[src/rtl/memory_hs.sv]
// Single-port synchronous memory behind a req/ack handshake.
// Supports wait states, byte-lane writes and an out-of-range error response.
module memory_hs #(
  parameter int AWIDTH      = 5,
  parameter int DWIDTH      = 8,
  parameter int DEPTH       = 32,
  parameter int WAIT_STATES = 2
) (
  input  logic                  clk,
  input  logic                  rst,
  input  logic                  req,
  input  logic                  we,
  input  logic [AWIDTH-1:0]     addr,
  input  logic [DWIDTH/8-1:0]   be,
  input  logic [DWIDTH-1:0]     wdata,
  output logic [DWIDTH-1:0]     rdata,
  output logic                  ack,
  output logic                  err,
  output logic                  busy
);

  localparam int NB = DWIDTH / 8;
  localparam logic [AWIDTH:0] DEPTH_W = (AWIDTH + 1)'(DEPTH);
  localparam logic [3:0] WS_W = 4'(WAIT_STATES);

  typedef enum logic [1:0] {
    IDLE,
    WAIT,
    ACK
  } state_t;

  state_t state_q, state_d;
  logic [3:0] cnt_q, cnt_d;

  logic              we_q;
  logic [AWIDTH-1:0] addr_q;
  logic [NB-1:0]     be_q;
  logic [DWIDTH-1:0] wdata_q;

  logic [DWIDTH-1:0] rdata_q, rdata_d;
  logic ack_q, ack_d;
  logic err_q, err_d;
  logic busy_q, busy_d;

  logic [DWIDTH-1:0] mem [DEPTH];

  logic              acc;
  logic              acc_we;
  logic [AWIDTH-1:0] acc_addr;
  logic [NB-1:0]     acc_be;
  logic [DWIDTH-1:0] acc_wdata;
  logic              in_range;

  // With no wait states the access happens on the capture edge,
  // so the live inputs are used instead of the holding registers.
  assign acc_we    = (WAIT_STATES == 0) ? we    : we_q;
  assign acc_addr  = (WAIT_STATES == 0) ? addr  : addr_q;
  assign acc_be    = (WAIT_STATES == 0) ? be    : be_q;
  assign acc_wdata = (WAIT_STATES == 0) ? wdata : wdata_q;
  assign in_range  = {1'b0, acc_addr} < DEPTH_W;

  // Next-state, access strobe and registered-output next values.
  always_comb begin
    state_d = state_q;
    cnt_d   = cnt_q;
    acc     = 1'b0;
    rdata_d = rdata_q;
    ack_d   = 1'b0;
    err_d   = 1'b0;
    unique case (state_q)
      IDLE: begin
        if (req) begin
          if (WAIT_STATES == 0) begin
            acc     = 1'b1;
            state_d = ACK;
          end else begin
            cnt_d   = WS_W;
            state_d = WAIT;
          end
        end
      end
      WAIT: begin
        cnt_d = cnt_q - 4'd1;
        if (cnt_q == 4'd1) begin
          acc     = 1'b1;
          state_d = ACK;
        end
      end
      ACK: begin
        state_d = IDLE;
      end
      default: begin
        state_d = IDLE;
      end
    endcase
    if (acc) begin
      ack_d = 1'b1;
      err_d = ~in_range;
      if (in_range && !acc_we) begin
        rdata_d = mem[acc_addr];
      end
    end
    busy_d = (state_d != IDLE);
  end

  // State, counter, holding registers and registered outputs.
  always_ff @(posedge clk or posedge rst) begin
    if (rst) begin
      state_q <= IDLE;
      cnt_q   <= '0;
      we_q    <= 1'b0;
      addr_q  <= '0;
      be_q    <= '0;
      wdata_q <= '0;
      rdata_q <= '0;
      ack_q   <= 1'b0;
      err_q   <= 1'b0;
      busy_q  <= 1'b0;
    end else begin
      state_q <= state_d;
      cnt_q   <= cnt_d;
      if (state_q == IDLE && req) begin
        we_q    <= we;
        addr_q  <= addr;
        be_q    <= be;
        wdata_q <= wdata;
      end
      rdata_q <= rdata_d;
      ack_q   <= ack_d;
      err_q   <= err_d;
      busy_q  <= busy_d;
    end
  end

  // Array write; contents are deliberately left untouched by reset.
  always_ff @(posedge clk) begin
    if (acc && acc_we && in_range) begin
      for (int i = 0; i < NB; i++) begin
        if (acc_be[i]) begin
          mem[acc_addr][8*i +: 8] <= acc_wdata[8*i +: 8];
        end
      end
    end
  end

  assign rdata = rdata_q;
  assign ack   = ack_q;
  assign err   = err_q;
  assign busy  = busy_q;

endmodule

[config.mk]
export PLATFORM = sky130hd
export DESIGN_NAME = memory_hs
export DESIGN_NICKNAME = d
export VERILOG_FILES = /design/src/rtl/memory_hs.sv
export SDC_FILE = /design/constraint.sdc
export NUM_CORES = 1
export LEC_CHECK = 0
export CAP_MARGIN = 20
export CORE_MARGIN = 5
export CORE_UTILIZATION = 60
export DETAILED_ROUTE_END_ITERATION = 8
export PLACE_DENSITY_LB_ADDON = 0.2
export SLEW_MARGIN = 20
export SYNTH_ARGS = -nofsm -noshare
export SYNTH_HDL_FRONTEND = slang
export SYNTH_SLANG_ARGS = --single-unit
[constraint.sdc]
create_clock -name clk -period 6.47 [get_ports clk]
set_input_delay 1.941 -clock clk [delete_from_list [all_inputs] [get_ports clk]]
set_output_delay 1.941 -clock clk [all_outputs]
set_load 0.02 [all_outputs]
==> reports/summary.txt, run 1 <==
Post-Syn Instances: 620
Initial DRC count: 752
Share of layout cells above drive strength 1: 0.190
Root Driver: clkbuf_16
Switching portion of total power: 0.309
Dpl ws: 2560 ps
Crit path cell chain: clkdlybuf4s50_1
Final ANT Viol Nets: 0
CTS tree: built
Fin crit share: 0.544
Peak Freq: 284 MHz
Setup WS post-layout: 2950 ps
Worst slew pin tran: 1050 ps
Clock power share: 0.304
CTS Sinks: 287
Ports: 29
Final Non-Filler Cells: 909
Vias in the first global route: 6141
Top layer in use: met4
Min Tclk post-route: 3520 ps
GR Util All Layers: 0.231
FF-to-FF Start: cnt_q[1]$_DFFE_PP0P_
P_leak: 4.21 nW
Via/cell ratio: 6.54
Startpoint Class: register
Routed WL: 24700 um
Switch Pwr: 1.82 mW
Ys Warns: 0
Post-CTS Hold Buffers: 0
Area growth, synth to finish: 13.6%
Final nets: 673
WP data required: 4530 ps
Commonest cells after routing, fill and taps aside: 256 x edfxtp_1, 53 x nor2_1, 45 x mux2i_1, 40 x mux4_2, 29 x clkbuf_16
Drt pass-1 iters: 6
Starting Density: 0.606
DR WL met3: 2100 um
Post-cts gate resize count: 0
CTS buffer count: 29
Post-CTS setup buffer count: 0
Arrival @ worst endpoint: 1580 ps
Commonest non-fill, non-tap cell in the layout: edfxtp_1
Via Count: 5941
Worst path bufs/invs: 1
Post-Syn Area: 11300 um^2
Final count of pins violating max slew: 0
Worst setup path class: reg -> out
Hold_sp: acc_be$_DFFE_PP0P_
Crit path max-delay family: buffers and inverters
Post-Syn Nets: 640
Input/output buffers: 27
Initial antenna violation count: 0
PD cells: 460 nW/um^2
Metal2 WL: 11700 um
Drt wl/cell: 27.2 um
Die area: 21700 um^2
Status: finished, final reports clean
Worst hold margin: 554 ps
Worst Path Max Fanout: 2
Combinational power share: 0.216
Hold Crit Class: reg -> reg
Congestion Overflow GR: 0
Maxcap violations: 0
Core area: 18600 um^2
Post-synth EDFFs: 256
Setup TNS: 0 ps
Seq cells post-synth: 287
Die H: 147 um
Worst-path clk slew: 60 ps
Critical-path top delay cell: clkdlybuf4s50_1
Antenna cells: 0
Max VDD drop: 0.242 mV
Pin count of the biggest net entering global routing: 52
Sequential area share after synthesis: 0.749
Worst-Skew Late Latency: 540 ps
Ys flop type: edfxtp_1
Dpl cells: 856
RSZ-0062 raised after global routing: false
Wl on met1: 10100 um
Row count: 50
Clock Path Buffers: 3
Critical path startpoint: rdata[2]$_DFFE_PP0P_
DP HPWL: 14800 um
Async SR Flop Fraction: 0.108
DRC: 0
Avg Cell Area, Syn: 18.2 um^2
Slew headroom: 0.284
Post-synth cell types: 55
Wire length of the first global-routing pass: 37600 um
H-tree Lvls: 1
Final Skew: 13.4 ps
Final setup viols: 0
Crit. End Element: primary output
Internal Power: 4.07 mW
CP peak stage delay: 630 ps
Die W: 147 um
Share of total power in sequential cells: 0.480
Global placer's final weighted congestion: 0.846
Hold Fails Final Rpt: 0
## metal layers
metal | vias to the layer above | global-route usage
li1 | 2554 | -
met1 | 3043 | 0.334
met2 | 285 | 0.356
met3 | 59 | 0.0506
met4 | 0 | 0.0778
met5 | - | 0
## worst paths after layout
check,end,cells after the start,slack [ps]
worst max-delay path,rdata[2],1,2950
worst min-delay path,acc_be$_DFFE_PP0P_,1,550
worst max register to register,mem[30][3]$_DFFE_PP_,6,3040
worst min register to register,acc_be$_DFFE_PP0P_,1,550
max in group asynchronous,acc_addr[1]$_DFFE_PP0P_,3,4340
min in group asynchronous,state_q[0]$_DFF_PP0_,3,1790
## synth_stat cells, drive strengths merged (2+ instances only)
| library cell | count | area, um^2 |
|---|---|---|
| a22o | 4 | 35.0 |
| dfrtp | 31 | 776 |
| mux4 | 40 | 901 |
| or4b | 3 | 30.0 |
| or4 | 2 | 15.0 |
| or3 | 3 | 18.8 |
| nand2 | 16 | 60.1 |
| nand3b | 3 | 22.5 |
| nand2b | 4 | 25.0 |
| nor4 | 4 | 25.0 |
| and2 | 4 | 25.0 |
| ha | 2 | 25.0 |
| a41oi | 2 | 17.5 |
| mux2 | 18 | 203 |
| nand3 | 8 | 40.0 |
| a2111oi | 3 | 26.3 |
| inv | 7 | 26.3 |
| a31oi | 10 | 62.6 |
| or2 | 2 | 12.5 |
| a21oi | 3 | 15.0 |
| o32ai | 2 | 17.5 |
| nand4b | 2 | 17.5 |
| mux2i | 45 | 450 |
| o21ai | 5 | 25.0 |
| buf | 13 | 63.8 |
| o22ai | 15 | 93.8 |
| edfxtp | 256 | 7690 |
| nor2 | 53 | 199 |
| nor2b | 7 | 43.8 |
| nor3b | 5 | 37.5 |
| nor3 | 5 | 25.0 |
| clkbuf | 19 | 73.8 |
| or4bb | 2 | 22.5 |
| and3 | 4 | 25.0 |
## layout make-up
class / count / area [um^2]
tap: 234 / 293
clock buffer: 32 / 737
clock inverter: 21 / 293
inverter: 7 / 26.3
fill: 1170 / 5820
sequential: 287 / 8480
timing repair buffer: 34 / 323
multi-input combinational: 294 / 2680
## through the flow
step | power (mW) | utilization | cell area, um^2
floorplan | 3.56 | - | 11300
global placement | 4.07 | 0.632 | 11800
detailed placement | 4.13 | 0.632 | 11800
CTS | 5.91 | 0.687 | 12800
global route | 6.11 | 0.688 | 12800
finish | 5.90 | 0.688 | 12800
## power groups by stage
stage	clock [mW]	combinational, mW	sequential, mW
floorplan	0	0.952	2.61
global route	1.89	1.36	2.87
CTS	1.80	1.27	2.84
finish	1.79	1.27	2.83
global placement	0	1.23	2.84
detailed placement	0	1.26	2.88
## flip-flops by register name, summed over array words and instances, names as in the netlist
signal	flops
acc_be	1
rdata	8
ack	1
busy	1
acc_we	1
mem	256
acc_addr	5
state_q	2
cnt_q	4
acc_wdata	8
## cells by family after synthesis
group	synth area share
DFF	0.749
adders and majority gates	0.00222
buffers and inverters	0.0145
muxes	0.138
and+or+nand+nor	0.0599
AOI/OAI and AO/OA	0.0360
other	0.000332
No activity file was read; power rests on OpenSTA's default activity.
==> run 2: changes to the inputs <==
Settings changed: CORE_UTILIZATION 60 to 55.
Clock period 6.47 ns to 2.8 ns, I/O delays scaled along.
==> run 2 against run 1 <==
Final cell count rose by 9.8%. Global-route usage shrank 1.6 points. Sequential share of layout area shrank 2.3 points. Register-to-register slack lost 2800 ps. Flip-flop and latch count unchanged. Combinational power grew to 2.8 times the previous value. Sequential power increased by 120%. Critical path depth increased by 4. Power grew 130%. Wire length is 1.5% higher.
==> reports/summary.txt, run 2 (synthesized netlist as in run 1, its figures left out) <==
Status: finished, final reports clean
Total power: 13.8 mW
Worst setup path class: reg -> reg
DRC: 0
Clock Path Buffers: 3
CTS Sinks: 287
Peak Freq: 389 MHz
Filler cell count: 1345
Global placer's final weighted congestion: 0.919
Input/output buffers: 27
Hold Fails Final Rpt: 0
Hold Crit Class: in -> async
CTS buffer count: 28
Setup WS post-layout: 226 ps
Wire length of the first global-routing pass: 38300 um
R2R setup slack: 230 ps
Crit path max-delay family: flip-flops
Maxcap violations: 0
Worst-Skew Late Latency: 530 ps
Number of flip-flops in the largest register: 256
Drt wl/cell: 25.1 um
Final Util: 0.657
Crit. End Element: register
Via Count: 6091
Die W: 153 um
Min Tclk post-route: 2570 ps
Worst slew pin tran: 740 ps
Starting Density: 0.558
Final Skew: 10.2 ps
Biggest register: mem
CTS tree: built
Fin crit share: 0.919
P_leak: 4.50 nW
CP peak stage delay: 900 ps
Worst-path clk slew: 60 ps
DP HPWL: 16100 um
Commonest cells after routing, fill and taps aside: 256 x edfxtp_1, 58 x buf_4, 53 x nor2_1, 45 x mux2i_1, 40 x mux4_2
Congestion Overflow GR: 0
Via/cell ratio: 6.10
Routed WL: 25100 um
Die H: 153 um
Row count: 52
Core area: 20200 um^2
RSZ-0062 raised after global routing: false
Crit path cell chain: buf_4 > mux4_2 > and2_1 > o21ai_0 > a31oi_1
Root Driver: clkbuf_16
Final nets: 726
Drt pass-1 iters: 5
Worst hold margin: 447 ps
Initial antenna violation count: 0
Area growth, synth to finish: 17.7%
Worst path bufs/invs: 1
Arrival @ worst endpoint: 2960 ps
Max VDD drop: 0.601 mV
Dpl ws: 167 ps
Final count of pins violating max slew: 0
Final ANT Viol Nets: 0
Worst Path Max Fanout: 43
Commonest non-fill, non-tap cell in the layout: edfxtp_1
H-tree Lvls: 1
GR Util All Layers: 0.214
Startpoint Class: register
Die area: 23500 um^2
Share of layout cells above drive strength 1: 0.238
WP data required: 3190 ps
Ports: 29
Final setup viols: 0
Antenna cells: 0
Pin count of the biggest net entering global routing: 44
PD cells: 1040 nW/um^2
Slew headroom: 0.506
Critical-path top delay cell: dfrtp_4
Vias in the first global route: 6122
Post-CTS Hold Buffers: 0
Initial DRC count: 591
Setup TNS: 0 ps
-- run 2: cell type report --
| class | count | area [um^2] | share of cell area |
|---|---|---|---|
| repair buffers | 88 | 766 | 0.0576 |
| clock inverters | 12 | 208 | 0.0156 |
| clock buffers | 40 | 797 | 0.0600 |
| inverters | 7 | 26.3 | 0.00198 |
| multi-input cells | 294 | 2680 | 0.202 |
| well taps | 270 | 338 | 0.0254 |
| flip-flops and latches | 287 | 8470 | 0.638 |
-- run 2: repair_timing --
action,4_1_cts,5_1_grt
setup buffers,0,1
resized for setup,0,2
endpoints found under the setup margin,0,87
-- run 2: path summary, 6_finish.rpt --
check | cells past startpoint | startpoint | to
setup / recovery | 5 | acc_addr[1]$_DFFE_PP0P_ | rdata[4]$_DFFE_PP0P_
hold / removal | 2 | rst | acc_wdata[1]$_DFFE_PP0P_
setup reg to reg | 5 | acc_addr[1]$_DFFE_PP0P_ | rdata[4]$_DFFE_PP0P_
hold reg to reg | 1 | acc_be$_DFFE_PP0P_ | acc_be$_DFFE_PP0P_
max in group asynchronous | 3 | rst | acc_addr[1]$_DFFE_PP0P_
min in group clk | 1 | acc_be$_DFFE_PP0P_ | acc_be$_DFFE_PP0P_
-- run 2: per-layer routing --
layer,GRT usage,up-vias,share of wire
met5,0,-,0
met4,0.0662,0,0.032
met3,0.0331,60,0.069
met2,0.345,242,0.48
met1,0.308,3135,0.41
li1,-,2654,-
-- run 2: metrics by stage --
step / std cells / instance area (um^2)
floorplan: 620 / 11300
global placement: 945 / 12300
detailed placement: 945 / 12300
CTS: 997 / 13300
global route: 998 / 13300
finish: 998 / 13300
-- run 2: report_power, final --
group	switching [mW]	total, mW	leakage, nW	internal [mW]
combinational	1.99	3.58	1.35	1.59
clock	1.51	4.04	0.484	2.52
sequential	0.697	6.17	2.67	5.48
total	4.20	13.8	4.50	9.59
==> run 3: changes to the inputs <==
--- a/config.mk
+++ b/config.mk
@@ -10,4 +10,5 @@
 export CORE_UTILIZATION = 55
 export DETAILED_ROUTE_END_ITERATION = 8
+export GPL_TIMING_DRIVEN = 0
 export PLACE_DENSITY_LB_ADDON = 0.2
 export SLEW_MARGIN = 20
==> constraint.sdc (replaced) <==
create_clock -name clk -period 2.8 [get_ports clk]
set_input_delay 0.84 -clock clk [delete_from_list [all_inputs] [get_ports clk]]
set_output_delay 0.84 -clock clk [all_outputs]
set_load 0.1 [all_outputs]
==> run 3 against run 2 <==
Non-clock buffer count down 27. Clock skew grew 3.7 ps. Largest cell class unchanged. Largest power group unchanged. Via count increased by 2.9%. Power increased by 2.1%. Critical path depth is 3 higher. Maximum frequency down 6.3%.
==> reports/summary.txt, run 3 (synthesized netlist as in run 1, its figures left out) <==
Slew headroom: 0.355
Peak Freq: 364 MHz
Final Non-Filler Cells: 971
Final nets: 700
Status: finished, final reports clean
Initial DRC count: 564
Final Skew: 13.9 ps
Dpl ws: -1210 ps
Row count: 52
Die H: 153 um
WP data required: 3230 ps
Dpl cells: 917
Maxcap violations: 0
Worst Path Max Fanout: 7
Wire length of the first global-routing pass: 41400 um
Pin count of the biggest net entering global routing: 34
Commonest cells after routing, fill and taps aside: 256 x edfxtp_1, 45 x mux2i_1, 40 x mux4_2, 31 x nor2_4, 29 x clkbuf_16
Area after DPL: 11900 um^2
PD cells: 1070 nW/um^2
Via Count: 6268
Worst slew pin tran: 971 ps
CTS Sinks: 287
Hold Fails Final Rpt: 0
Biggest register: mem
CTS buffer count: 29
Hold depth: 1
Worst-path clk slew: 60 ps
Worst hold margin: 520 ps
Crit. End Element: register
Global placer's final weighted congestion: 0.946
Min Tclk post-route: 2750 ps
H-tree Lvls: 1
Final ANT Viol Nets: 0
Core area: 20200 um^2
Reg2reg path depth: 8
P_leak: 4.28 nW
Final Util: 0.651
Routed WL: 27900 um
Commonest non-fill, non-tap cell in the layout: edfxtp_1
Worst setup path class: reg -> reg
Arrival @ worst endpoint: 3180 ps
GR Util All Layers: 0.238
Share of layout cells above drive strength 1: 0.251
Vias in the first global route: 6250
Clock Path Buffers: 3
Max VDD drop: 0.580 mV
Area growth, synth to finish: 16.6%
Setup WS post-layout: 53.3 ps
DP HPWL: 17700 um
Number of flip-flops in the largest register: 256
Ports: 29
Input/output buffers: 27
Initial antenna violation count: 1
Hold Crit Class: reg -> reg
Congestion Overflow GR: 0
Drt wl/cell: 28.7 um
DRC: 0
CTS tree: built
Startpoint Class: register
Post-CTS Hold Buffers: 0
Worst-Skew Late Latency: 540 ps
Via/cell ratio: 6.46
Antenna cells: 0
RSZ-0062 raised after global routing: false
Fin crit share: 0.981
Root Driver: clkbuf_16
Design Area, Final: 13200 um^2
Drt pass-1 iters: 5
Starting Density: 0.558
Final setup viols: 0
Die area: 23500 um^2
Final count of pins violating max slew: 0
Die W: 153 um
[run 3: cell types whose count changed in the layout (fill, tap and decap cells not counted), sizes merged]
cell	change
clkbuf	+13
dlygate4sd2	+10
clkinv	+6
buf	-44
bufinv	-3
clkdlybuf4s50	-10
inv	+1
[run 3: cell type report]
type                    instances  area, um^2
clock buffers                  36         752
inverters                       7        26.3
fillers                      1347        7060
well taps                     270         338
multi-input cells             294        2960
flip-flops and latches        287        8470
plain buffers                  30         164
clock inverters                16         154
repair buffers                 31         300
[run 3: path summary, 6_finish.rpt]
path / start / end / slack (ps)
setup / recovery: cnt_q[1]$_DFFE_PP0P_ / rdata[5]$_DFFE_PP0P_ / 50
hold / removal: acc_be$_DFFE_PP0P_ / acc_be$_DFFE_PP0P_ / 520
setup reg to reg: cnt_q[1]$_DFFE_PP0P_ / rdata[5]$_DFFE_PP0P_ / 50
hold reg to reg: acc_be$_DFFE_PP0P_ / acc_be$_DFFE_PP0P_ / 520
max in group asynchronous: rst / acc_wdata[6]$_DFFE_PP0P_ / 1590
min in group asynchronous: rst / acc_wdata[3]$_DFFE_PP0P_ / 720
[run 3: worst max-delay path, cell delays in order, from the launching register on]
cell	delay, ps
dfrtp_1	370
inv_1	90
ha_1	170
or3b_1	340
clkbuf_2	160
or3_1	330
buf_4	200
or4_1	600
o32a_1	370
[run 3: repair_timing]
| item | CTS | global route |
|---|---|---|
| endpoints found under the setup margin | 274 | 261 |
| pin swaps | 1 | 3 |
| cloned | 0 | 0 |
| setup buffers | 3 | 1 |
| resized for setup | 94 | 12 |
[run 3: per-stage QoR]
stage,power [mW],setup TNS [ps]
2_1_floorplan,8.66,0
3_3_place_gp,10.2,-235540
3_5_place_dp,10.3,-240350
4_1_cts,14.1,-95.7
5_1_grt,14.6,0
6_report,14.1,0
[run 3: power by group]
part,leakage [nW],total [mW],internal (mW),switching (mW)
logic,1.18,4.07,1.43,2.64
registers,2.66,6.30,5.48,0.819
clock network,0.442,3.71,2.17,1.55
[run 3: metal layers]
layer	up-vias	part of all wire	GRT usage
li1	2610	-	-
met1	3294	0.40	0.334
met2	302	0.48	0.383
met3	60	0.082	0.0472
met4	2	0.031	0.0742
met5	-	0.00072	0
